--- config.mk ---
export PLATFORM = sky130hd
export DESIGN_NAME = qc_ldpc_sraa_encoder
export DESIGN_NICKNAME = d
export VERILOG_FILES = /design/src/rtl/qc_ldpc_sraa_encoder.sv
export SDC_FILE = /design/constraint.sdc
export NUM_CORES = 1
export LEC_CHECK = 0
export BUFFER_PORTS_ARGS = -buffer_cell sky130_fd_sc_hd__buf_2
export CAP_MARGIN = 20
export CORE_MARGIN = 5
export CORE_UTILIZATION = 37
export DETAILED_ROUTE_END_ITERATION = 6
export PLACE_DENSITY = 0.7
export SYNTH_ARGS = -nofsm -noshare
export SYNTH_HDL_FRONTEND = slang
export SYNTH_SLANG_ARGS = --single-unit
--- constraint.sdc ---
create_clock -name clk -period 3.6 [get_ports clk]
set_input_delay 0.72 -clock clk [delete_from_list [all_inputs] [get_ports clk]]
set_output_delay 0.72 -clock clk [all_outputs]
set_load 0.005 [all_outputs]
--- src/rtl/qc_ldpc_sraa_encoder.sv ---
// Serial-input systematic QC-LDPC parity encoder: one shift-register-adder-accumulator lane per parity block-column.
// Each accepted info bit XORs every lane's current circulant row into its accumulator, then rotates that row.
module qc_ldpc_sraa_encoder #(
  parameter int CIRC  = 32,
  parameter int K_BLK = 2,
  parameter int P_BLK = 1
) (
  input  logic                           clk,
  input  logic                           rst,
  input  logic                           start,
  input  logic [K_BLK*P_BLK*CIRC-1:0]    g_rows,
  input  logic                           info_valid,
  input  logic                           info_bit,
  output logic                           info_ready,
  output logic [P_BLK*CIRC-1:0]          parity_vec,
  output logic                           busy,
  output logic                           done
);

  localparam int RW = $clog2(CIRC);
  localparam int BW = (K_BLK > 1) ? $clog2(K_BLK) : 1;
  localparam logic [RW-1:0] ROW_LAST = RW'(CIRC - 1);
  localparam logic [BW-1:0] BLK_LAST = BW'(K_BLK - 1);

  typedef enum logic [1:0] {
    S_IDLE = 2'd0,
    S_RUN  = 2'd1,
    S_DONE = 2'd2
  } state_t;

  state_t                            state_q, state_d;
  logic [K_BLK*P_BLK*CIRC-1:0]       g_q, g_d;
  logic [P_BLK-1:0][CIRC-1:0]        row_q, row_d;
  logic [P_BLK*CIRC-1:0]             parity_q, parity_d;
  logic [RW-1:0]                     row_cnt_q, row_cnt_d;
  logic [BW-1:0]                     blk_cnt_q, blk_cnt_d;
  logic [BW-1:0]                     blk_nxt;

  logic start_acc;
  logic accept;
  logic row_last;
  logic blk_last;

  assign start_acc = (state_q == S_IDLE) && start;
  assign accept    = (state_q == S_RUN) && info_valid;
  assign row_last  = (row_cnt_q == ROW_LAST);
  assign blk_last  = (blk_cnt_q == BLK_LAST);
  assign blk_nxt   = blk_cnt_q + 1'b1;

  always_ff @(posedge clk or posedge rst) begin
    if (rst) begin
      state_q <= S_IDLE;
    end else begin
      state_q <= state_d;
    end
  end

  always_comb begin
    state_d = state_q;
    case (state_q)
      S_IDLE: begin
        if (start) begin
          state_d = S_RUN;
        end
      end
      S_RUN: begin
        if (accept && row_last && blk_last) begin
          state_d = S_DONE;
        end
      end
      S_DONE: begin
        state_d = S_IDLE;
      end
      default: begin
        state_d = S_IDLE;
      end
    endcase
  end

  always_comb begin
    info_ready = 1'b0;
    busy       = 1'b0;
    done       = 1'b0;
    case (state_q)
      S_RUN: begin
        info_ready = 1'b1;
        busy       = 1'b1;
      end
      S_DONE: begin
        busy = 1'b1;
        done = 1'b1;
      end
      default: begin
        info_ready = 1'b0;
      end
    endcase
  end

  // Datapath next-state: frame load on start, accumulate-and-rotate on accept.
  always_comb begin
    g_d       = g_q;
    row_d     = row_q;
    parity_d  = parity_q;
    row_cnt_d = row_cnt_q;
    blk_cnt_d = blk_cnt_q;

    if (start_acc) begin
      g_d       = g_rows;
      parity_d  = '0;
      row_cnt_d = '0;
      blk_cnt_d = '0;
      for (int j = 0; j < P_BLK; j++) begin
        row_d[j] = g_rows[j*CIRC +: CIRC];
      end
    end else if (accept) begin
      for (int j = 0; j < P_BLK; j++) begin
        parity_d[j*CIRC +: CIRC] = parity_q[j*CIRC +: CIRC] ^ ({CIRC{info_bit}} & row_q[j]);
        row_d[j] = {row_q[j][CIRC-2:0], row_q[j][CIRC-1]};
      end
      if (row_last) begin
        row_cnt_d = '0;
        if (!blk_last) begin
          blk_cnt_d = blk_nxt;
          // Next block-row is loaded on the same edge so the bit stream never bubbles.
          for (int b = 1; b < K_BLK; b++) begin
            if (blk_nxt == BW'(b)) begin
              for (int j = 0; j < P_BLK; j++) begin
                row_d[j] = g_q[(b*P_BLK + j)*CIRC +: CIRC];
              end
            end
          end
        end
      end else begin
        row_cnt_d = row_cnt_q + 1'b1;
      end
    end
  end

  always_ff @(posedge clk or posedge rst) begin
    if (rst) begin
      g_q       <= '0;
      row_q     <= '0;
      parity_q  <= '0;
      row_cnt_q <= '0;
      blk_cnt_q <= '0;
    end else begin
      g_q       <= g_d;
      row_q     <= row_d;
      parity_q  <= parity_d;
      row_cnt_q <= row_cnt_d;
      blk_cnt_q <= blk_cnt_d;
    end
  end

  assign parity_vec = parity_q;

endmodule

==> results of run 1 <==
==> registers in the layout (all words and copies together) (netlist names) <==
name	count
parity_vec	32
blk_cnt_q	1
row_q	32
row_cnt_q	5
g_q	32
state_q	2
==> worst paths after layout <==
kind,to,depth (start not counted)
setup / recovery,row_q[23],6
hold / removal,g_q[54],1
setup reg to reg,row_q[23],6
hold reg to reg,g_q[54],1
max in group asynchronous,parity_vec[17],3
min in group asynchronous,g_q[43],2
==> logic make-up after synthesis <==
family,count (synthesis)
buffers and inverters,36
adders and majority gates,7
xor gates and xnor gates,32
muxes,66
AOI/OAI and AO/OA,75
and+or+nand+nor,82
DFF,104
==> report_power, final <==
part | switching [mW] | total (mW) | internal (mW)
clock | 0.413 | 1.03 | 0.621
combinational | 0.789 | 1.55 | 0.763
sequential | 0.372 | 2.07 | 1.70
total | 1.57 | 4.66 | 3.09
==> per-layer routing <==
layer | part of all wire, % | GRT usage (%) | vias up
li1 | - | - | 1622
met2 | 47 | 23.35 | 89
met5 | 0 | 0 | -
met4 | 2.5 | 6.250 | 0
met3 | 5.3 | 4.520 | 20
met1 | 45 | 18.35 | 1702
==> critical path, cell delays in order (launching register included) <==
cell     delay [ns]
dfrtp_1        0.41
ha_1           0.21
and3_1         0.18
ha_1           0.28
and2b_2        0.84
mux2i_1        0.31
o21ai_1        0.09
==> through the flow <==
stage | setup WS, ns | util (%)
3_5_place_dp | 1.114 | 41.38
5_1_grt | 0.8790 | 43.78
4_1_cts | 1.119 | 43.76
2_1_floorplan | 0.1478 | -
6_report | 1.125 | 43.78
3_3_place_gp | 1.256 | 41.38
==> Yosys cell counts, types with 2 or more instances <==
cell	instances
buf_8	3
buf_6	10
a21oi_1	6
buf_4	5
nor2_1	35
buf_2	11
o21ai_1	32
a22oi_1	33
mux2_2	27
clkbuf_1	3
a31oi_1	2
ha_1	7
mux2i_1	32
mux2_4	7
nand2_1	2
o21ai_0	2
nand3_1	4
xor2_1	32
inv_1	3
dfrtp_1	104
nand4_1	32
and2b_1	2
==> final cells by class <==
| cell class | instances | area [um2] | share of cell area [%] |
|---|---|---|---|
| Antenna cell | 1 | 2.502 | 0.04369 |
| Clock buffer | 11 | 242.7 | 4.238 |
| Clock inverter | 3 | 67.56 | 1.180 |
| Inverter | 3 | 13.76 | 0.2403 |
| Multi-Input combinational cell | 262 | 2001 | 34.93 |
| Sequential cell | 104 | 2603 | 45.43 |
| Tap cell | 176 | 220.2 | 3.844 |
| Timing Repair Buffer | 108 | 578.1 | 10.09 |
==> flow_summary.ini, run 1 <==
[synthesis]
synth_compound_area_share_pct = 9.421
synth_area_per_cell_um2 = 12.16
syn-instance-count = 402
yosys-top-cells-area = dfrtp_1 (53%), mux2i_1 (6.6%), mux2_2 (6.2%), xor2_1 (5.7%), a22oi_1 (5.1%)
yosys.area_share.simple_pct = 8.884
synthArstFlopShare_pct = 100.0
synth-adder-area-share_pct = 1.792
synthXorXnorAreaFrac_pct = 5.735
synthesis.nets = 478
yosysTopAreaCell = dfrtp_1
synth-edff-count = 0
yosys.area.top_type_share_pct = 53.25
netlist_area_um2 = 4887
yosys_warnings = 0
synth_top_family_by_area = multiplexers
synth.area.mux_share_pct = 14.93
ys.flop_type = dfrtp_1
ys_types = 30
synth-seq-area-share_pct = 53.25
ys_ff_latch = 104

[grt]
grt_first_pass_wirelength_mm = 18.37
grt.overflow.total = 0
grt_pass1_vias = 3625
grt_max_degree = 64
antenna_found_initial = 1
grtUsageTotal_pct = 14.59

[critical_path]
crit_path_max_fanout = 32
ff2ff_setup_slack_ns = 1.13
startpoint_type = register
critical_path_arrival_ns = 2.69
setup.worst_path.end_class = register
crit_type = reg -> reg
cp_data_required_time_ns = 3.82
startpoint = row_cnt_q[0]
r2r_start = row_cnt_q[0]

[die]
ios = 104
placeableCoreArea_um2 = 13090
start_util_pct = 37.35
die_area_um2 = 15610
die_w_um = 124.9
die_h_um = 124.9
num_rows = 42

[sta]
setup_viol_count_final = 0
clock.fmax_ghz = 0.4041
rsz0062_at_grt = false
finalHoldViolCount = 0
setup_tns_ns = 0
finalClockSkew_ns = 0.008055
whs_ns = 0.5100
max_slew_margin_pct = 33.60
period_share_pct = 68.74
final-max-slew-violation-count = 0
period_minus_slack_ns = 2.475
worstMarginPinSlew_ns = 0.9960

[power_and_ir_drop]
powerDensity_nw_per_um2 = 813.7
p_leak_nw = 2.605
peakVddDrop_uv = 322.7
total_power_mw = 4.661

[clock_tree]
hold_buffers = 0
root_buffer = clkbuf_16
cts_tree = built
cts.htree.levels = 3
post-cts-setup-buffers = 0
clk_path_buf_depth = 2
cts_resized = 0
cts_buffers = 9
clock_sinks = 104
clk_pin_slew_ns = 0.06
clock_latency_ns = 0.35

[job]
drv_cap = 0

[placement]
dpl_cell_area_um2 = 5415
dp_cells = 653
gp_congestion = 0.7570
dpl.hpwl_mm = 7.525
place.port_buffers = 103

[drt]
routedWlPerCell_um = 16.95
viasPerCell = 5.139
via_count = 3433
ant_nets = 0
drt_iter0_drc = 262
drt_wl_total_mm = 11.32
drcViolationCount = 0
firstDrtPassIters = 4

[cells_and_area]
area_delta_synth_final_pct = 17.20
final_common_cell = dfrtp_1
drive_above_1_share_pct = 33.20
nFillCells = 1214
finalNonFillerCells = 668
final_cell_mix = dfrtp_1 (104), buf_2 (103), nor2_1 (35)
nets = 564
design_area_um2 = 5728

[outcome]
status = finished, final reports clean

[hold_path]
hp-start = g_q[54]
hold_class = reg -> reg
No activity file was read; power rests on OpenSTA's default activity.
==> inputs of run 2 (changes only) <==
==> constraint.sdc (replaced) <==
create_clock -name clk -period 1.99 [get_ports clk]
set_input_delay 0.398 -clock clk [delete_from_list [all_inputs] [get_ports clk]]
set_output_delay 0.398 -clock clk [all_outputs]
set_load 0.005 [all_outputs]
==> run 2 against run 1 <==
Against the previous run:
- worst setup slack got worse by 0.99 ns
- worst hold slack got worse by 0.31 ns
- routed wire length shrank 2.0%
- die area stayed put
- sequential cell count unchanged
- largest power group unchanged
- highest routed layer unchanged
==> flow_summary.ini, run 2 (same netlist as run 1, synthesis figures left out) <==
[outcome]
status = finished, final reports clean

[placement]
place.port_buffers = 103
dp_cells = 659
gp_congestion = 0.7406
dpl.hpwl_mm = 7.661

[power_and_ir_drop]
p_int_mw = 5.513
comb_power_share_pct = 35.0
switchingPower_mw = 2.891
total_power_mw = 8.404
p_leak_nw = 2.652
power_frac_seq_pct = 44.7
peakVddDrop_uv = 618.1
p_sw_share_pct = 34.40
powerDensity_nw_per_um2 = 1439
clockPowerShare_pct = 20.3

[critical_path]
setup.worst_path.end_class = register
crit_type = reg -> reg
critical_path_arrival_ns = 2.06
crit_chain = ha_1 -> and3_1 -> ha_4 -> and2b_2 -> buf_4 -> mux2i_1 -> o21ai_1
startpoint_type = register
crit_path_max_fanout = 8
critical-path-top-delay-family = adder cells
path_buf_inv = 1
r2r_cells = 7
cp_data_required_time_ns = 2.20
crit_cells = 7
crit_slowest_cell = dfrtp_1
critPathMaxStageDelay_ns = 0.42

[hold_path]
hold_class = in -> async

[sta]
setup_tns_ns = 0
final-max-slew-violation-count = 0
setup_viol_count_final = 0
finalHoldViolCount = 0
max_slew_margin_pct = 56.04
clock.fmax_ghz = 0.5388
worstMarginPinSlew_ns = 0.6594
whs_ns = 0.2001
finalClockSkew_ns = 0.01010
rsz0062_at_grt = false
period_share_pct = 93.27
period_minus_slack_ns = 1.856

[grt]
antenna_found_initial = 1
grt_first_pass_wirelength_mm = 18.55
grt_pass1_vias = 3673
grt_max_degree = 105
grtUsageTotal_pct = 14.52
grt.overflow.total = 0

[cells_and_area]
final_cell_mix = dfrtp_1 (104), buf_2 (103), nor2_1 (35)
multiInputGateArea_um2 = 2017
final_common_cell = dfrtp_1
nets = 572
seq_area_um2 = 2603
final_util_pct = 44.64
finalNonFillerCells = 677
nFillCells = 1234
drive_above_1_share_pct = 35.00
area_delta_synth_final_pct = 19.51

[clock_tree]
cts_buffers = 9
clock_sinks = 104
hold_buffers = 0
cts_tree = built
cts.htree.levels = 3
root_buffer = clkbuf_16
clock_latency_ns = 0.35
clk_pin_slew_ns = 0.06
clk_path_buf_depth = 2

[drt]
drt_iter0_drc = 381
drcViolationCount = 0
firstDrtPassIters = 4
viasPerCell = 5.115
via_count = 3463
drt_wl_total_mm = 11.09
routedWlPerCell_um = 16.39
ant_nets = 0

[die]
placeableCoreArea_um2 = 13090
die_w_um = 124.9
start_util_pct = 37.35
ios = 104
die_area_um2 = 15610
num_rows = 42
die_h_um = 124.9

[job]
drv_cap = 0
-- run 2: path summary, 6_finish.rpt --
kind                         startpoint        endpoint  slack [ns]
setup reg to reg           row_cnt_q[0]       row_q[24]        0.13
min in group clk             g_rows[37]         g_q[37]        0.28
hold reg to reg                 g_q[55]         g_q[55]        0.51
max in group asynchronous           rst       row_q[17]        1.35
setup / recovery           row_cnt_q[0]       row_q[24]        0.13
hold / removal                      rst  parity_vec[24]        0.20
-- run 2: tightest hold or removal path: stages --
cell,delay (ns)
buf_2,0.11
clkinvlp_4,0.07
buf_12,0.41
-- run 2: per-stage QoR --
stage | worst slack, ns | area, um2
final | 0.1340 | 5841
after global routing | 0.02954 | 5841
after CTS | 0.03133 | 5782
after detailed placement | 0.05244 | 5499
after global placement | 0.1517 | 5499
after floorplan | 0.2075 | 4891
-- run 2: per-layer routing --
metal | wire length, um | up-vias | track usage (%)
li1 | - | 1640 | -
met1 | 4905 | 1704 | 19.08
met2 | 5455 | 105 | 23.25
met3 | 580 | 14 | 4.051
met4 | 152 | 0 | 5.038
met5 | 0 | - | 0
-- run 2: layout make-up --
type,instances,area share [%]
multi-input combinational,262,34.53
sequential,104,44.56
inverter,3,0.2571
antenna,1,0.04284
clock inverter,4,0.5141
timing repair buffer,116,12.00
tap,176,3.770
clock buffer,11,4.327
-- run 2: what timing repair did --
item	4_1_cts	5_1_grt
buffers inserted	0	2
resized for setup	0	3
endpoints found under the setup margin	0	35
-- run 2: power by group through the flow --
stage | clock network [mW] | logic [mW] | registers, mW
2_1_floorplan | 0 | 2.12 | 3.64
3_5_place_dp | 0 | 2.87 | 3.79
5_1_grt | 1.83 | 3.27 | 3.89
3_3_place_gp | 0 | 2.77 | 3.74
4_1_cts | 1.75 | 2.88 | 3.76
6_report | 1.70 | 2.94 | 3.76
==> inputs of run 3 (changes only) <==
==> constraint.sdc (replaced) <==
create_clock -name clk -period 1.7 [get_ports clk]
set_input_delay 0.34 -clock clk [delete_from_list [all_inputs] [get_ports clk]]
set_output_delay 0.34 -clock clk [all_outputs]
set_load 0.005 [all_outputs]
==> run 3 against run 2 <==
Against the previous run:
- the run now ends with setup timing left
- clock skew shrank 0.0047 ns
- worst hold slack got worse by 0.060 ns
- sequential cell count stayed put
- final area up 6.6%
- worst setup slack worse by 0.23 ns
- die area is the same
- utilization rose by 3.0 points
- power grew 28%
- critical path type unchanged
- critical endpoint is now row_q[23]
==> flow_summary.ini, run 3 (same netlist as run 1, synthesis figures left out) <==
[outcome]
status = complete, but fails checks
violations = setup timing

[drt]
drt_iter0_drc = 312
via_count = 3585
ant_nets = 0
routedWlPerCell_um = 17.79
firstDrtPassIters = 7
drt_wl_total_mm = 12.36
drcViolationCount = 0
viasPerCell = 5.158

[sta]
finalClockSkew_ns = 0.005441
period_share_pct = 105.4
period_minus_slack_ns = 1.793
setup_tns_ns = -1.169
clock.fmax_ghz = 0.5578
worstMarginPinSlew_ns = 0.5547
fin_ws_ns = -0.09262
setup_viol_count_final = 31
final-max-slew-violation-count = 0
finalHoldViolCount = 0
max_slew_margin_pct = 63.02
rsz0062_at_grt = true
whs_ns = 0.1401

[grt]
grt_first_pass_wirelength_mm = 19.46
grt_max_degree = 105
grt_pass1_vias = 3774
grtUsageTotal_pct = 15.45
antenna_found_initial = 0
grt.overflow.total = 0

[power_and_ir_drop]
total_power_mw = 10.74
peakVddDrop_uv = 737.7
powerDensity_nw_per_um2 = 1724
p_leak_nw = 2.821

[clock_tree]
cts_buffers = 9
cts_tree = built
clk_path_buf_depth = 2
clock_latency_ns = 0.35
root_buffer = clkbuf_16
clk_pin_slew_ns = 0.07
cts.htree.levels = 3
hold_buffers = 0
clock_sinks = 104

[placement]
dp_cells = 667
place.port_buffers = 103
dpl_worst_slack_ns = -0.07222
gp_congestion = 0.7602
dpl_cell_area_um2 = 5617
dpl.hpwl_mm = 7.854

[cells_and_area]
nets = 590
drive_above_1_share_pct = 39.50
diodes = 0
finalNonFillerCells = 695
design_area_um2 = 6228
area_delta_synth_final_pct = 27.44
final_util_pct = 47.60
final_cell_mix = dfrtp_1 (103), buf_2 (103), nor2_1 (35)

[critical_path]
r2r_start = row_cnt_q[1]
crit_type = reg -> reg
critPathMaxStageDelay_ns = 0.37
crit_path_end = row_q[23]
crit_chain = ha_2 -> and3_4 -> ha_4 -> and2b_4 -> buf_12 -> mux2i_2 -> o21ai_1
crit_slowest_cell = dfrtp_1
ff2ff_setup_slack_ns = -0.09
critical_path_arrival_ns = 2.02
cp_data_required_time_ns = 1.93
startpoint_type = register
rr_endpoint = row_q[23]
r2r_cells = 7
setup.worst_path.end_class = register
startpoint = row_cnt_q[1]
crit_path_max_fanout = 7

[hold_path]
hold_class = in -> async

[die]
ios = 104
placeableCoreArea_um2 = 13090
num_rows = 42
die_h_um = 124.9
die_area_um2 = 15610
die_w_um = 124.9
start_util_pct = 37.35

[job]
drv_cap = 0
[run 3: changes by cell type in the layout (fill, tap and decap cells not counted), moves of 3 or more]
cell	before	now
buf_4	6	16
clkbuf_16	9	12
mux2i_1	31	28
mux2i_2	1	4
bufinv_16	0	4
[run 3: where the power goes]
part	total (mW)	switching, mW	leakage (nW)	internal, mW
logic	3.77	1.80	1.32	1.97
clock network	2.54	0.906	0.176	1.63
registers	4.43	0.824	1.32	3.61
[run 3: metal layers]
layer  part of all wire (%)  GRT usage [%]  vias to the layer above
met1                     43          19.76                     1785
met2                     50          25.32                       97
met3                    5.3          4.350                       22
met4                    2.0          5.357                        0
met5                      0              0                        -
li1                       -              -                     1681
[run 3: worst min path at each step]
stage	slack (ns)	cells past startpoint	end	from
2_1_floorplan	0.48	2	blk_cnt_q	blk_cnt_q
3_3_place_gp	0.49	1	g_q[54]	g_q[54]
3_5_place_dp	0.50	1	g_q[53]	g_q[53]
4_1_cts	0.18	3	parity_vec[24]	rst
5_1_grt	0.21	3	parity_vec[22]	rst
6_report	0.14	3	parity_vec[24]	rst
[run 3: timing repair]
action | in CTS | in global routing
pin swaps | 0 | 7
buffers inserted | 1 | 6
resized for setup | 2 | 18
gates cloned | 1 | 4
setup endpoints to repair | 32 | 66
endpoints found under the hold margin | 0 | 0
[run 3: cell type report]
| cell class | instances | area, um2 |
|---|---|---|
| Fill cell | 1161 | 6857 |
| Inverter | 3 | 17.52 |
| Sequential cell | 104 | 2604 |
| Multi-Input combinational cell | 263 | 2087 |
| Tap cell | 176 | 220.2 |
| Timing Repair Buffer | 133 | 929.6 |
| Clock buffer | 11 | 242.7 |
| Clock inverter | 5 | 127.6 |
[run 3: worst max-delay path, delay by kind of cell, from the launching register on]
kind | cells | cell delay, ns
adder cells (fa/ha/maj) | 2 | 0.34
AND/OR/NAND/NOR | 2 | 0.46
multiplexers | 1 | 0.24
AO/OA/AOI/OAI | 1 | 0.08
buffers and inverters | 1 | 0.17
flip-flops | 1 | 0.37
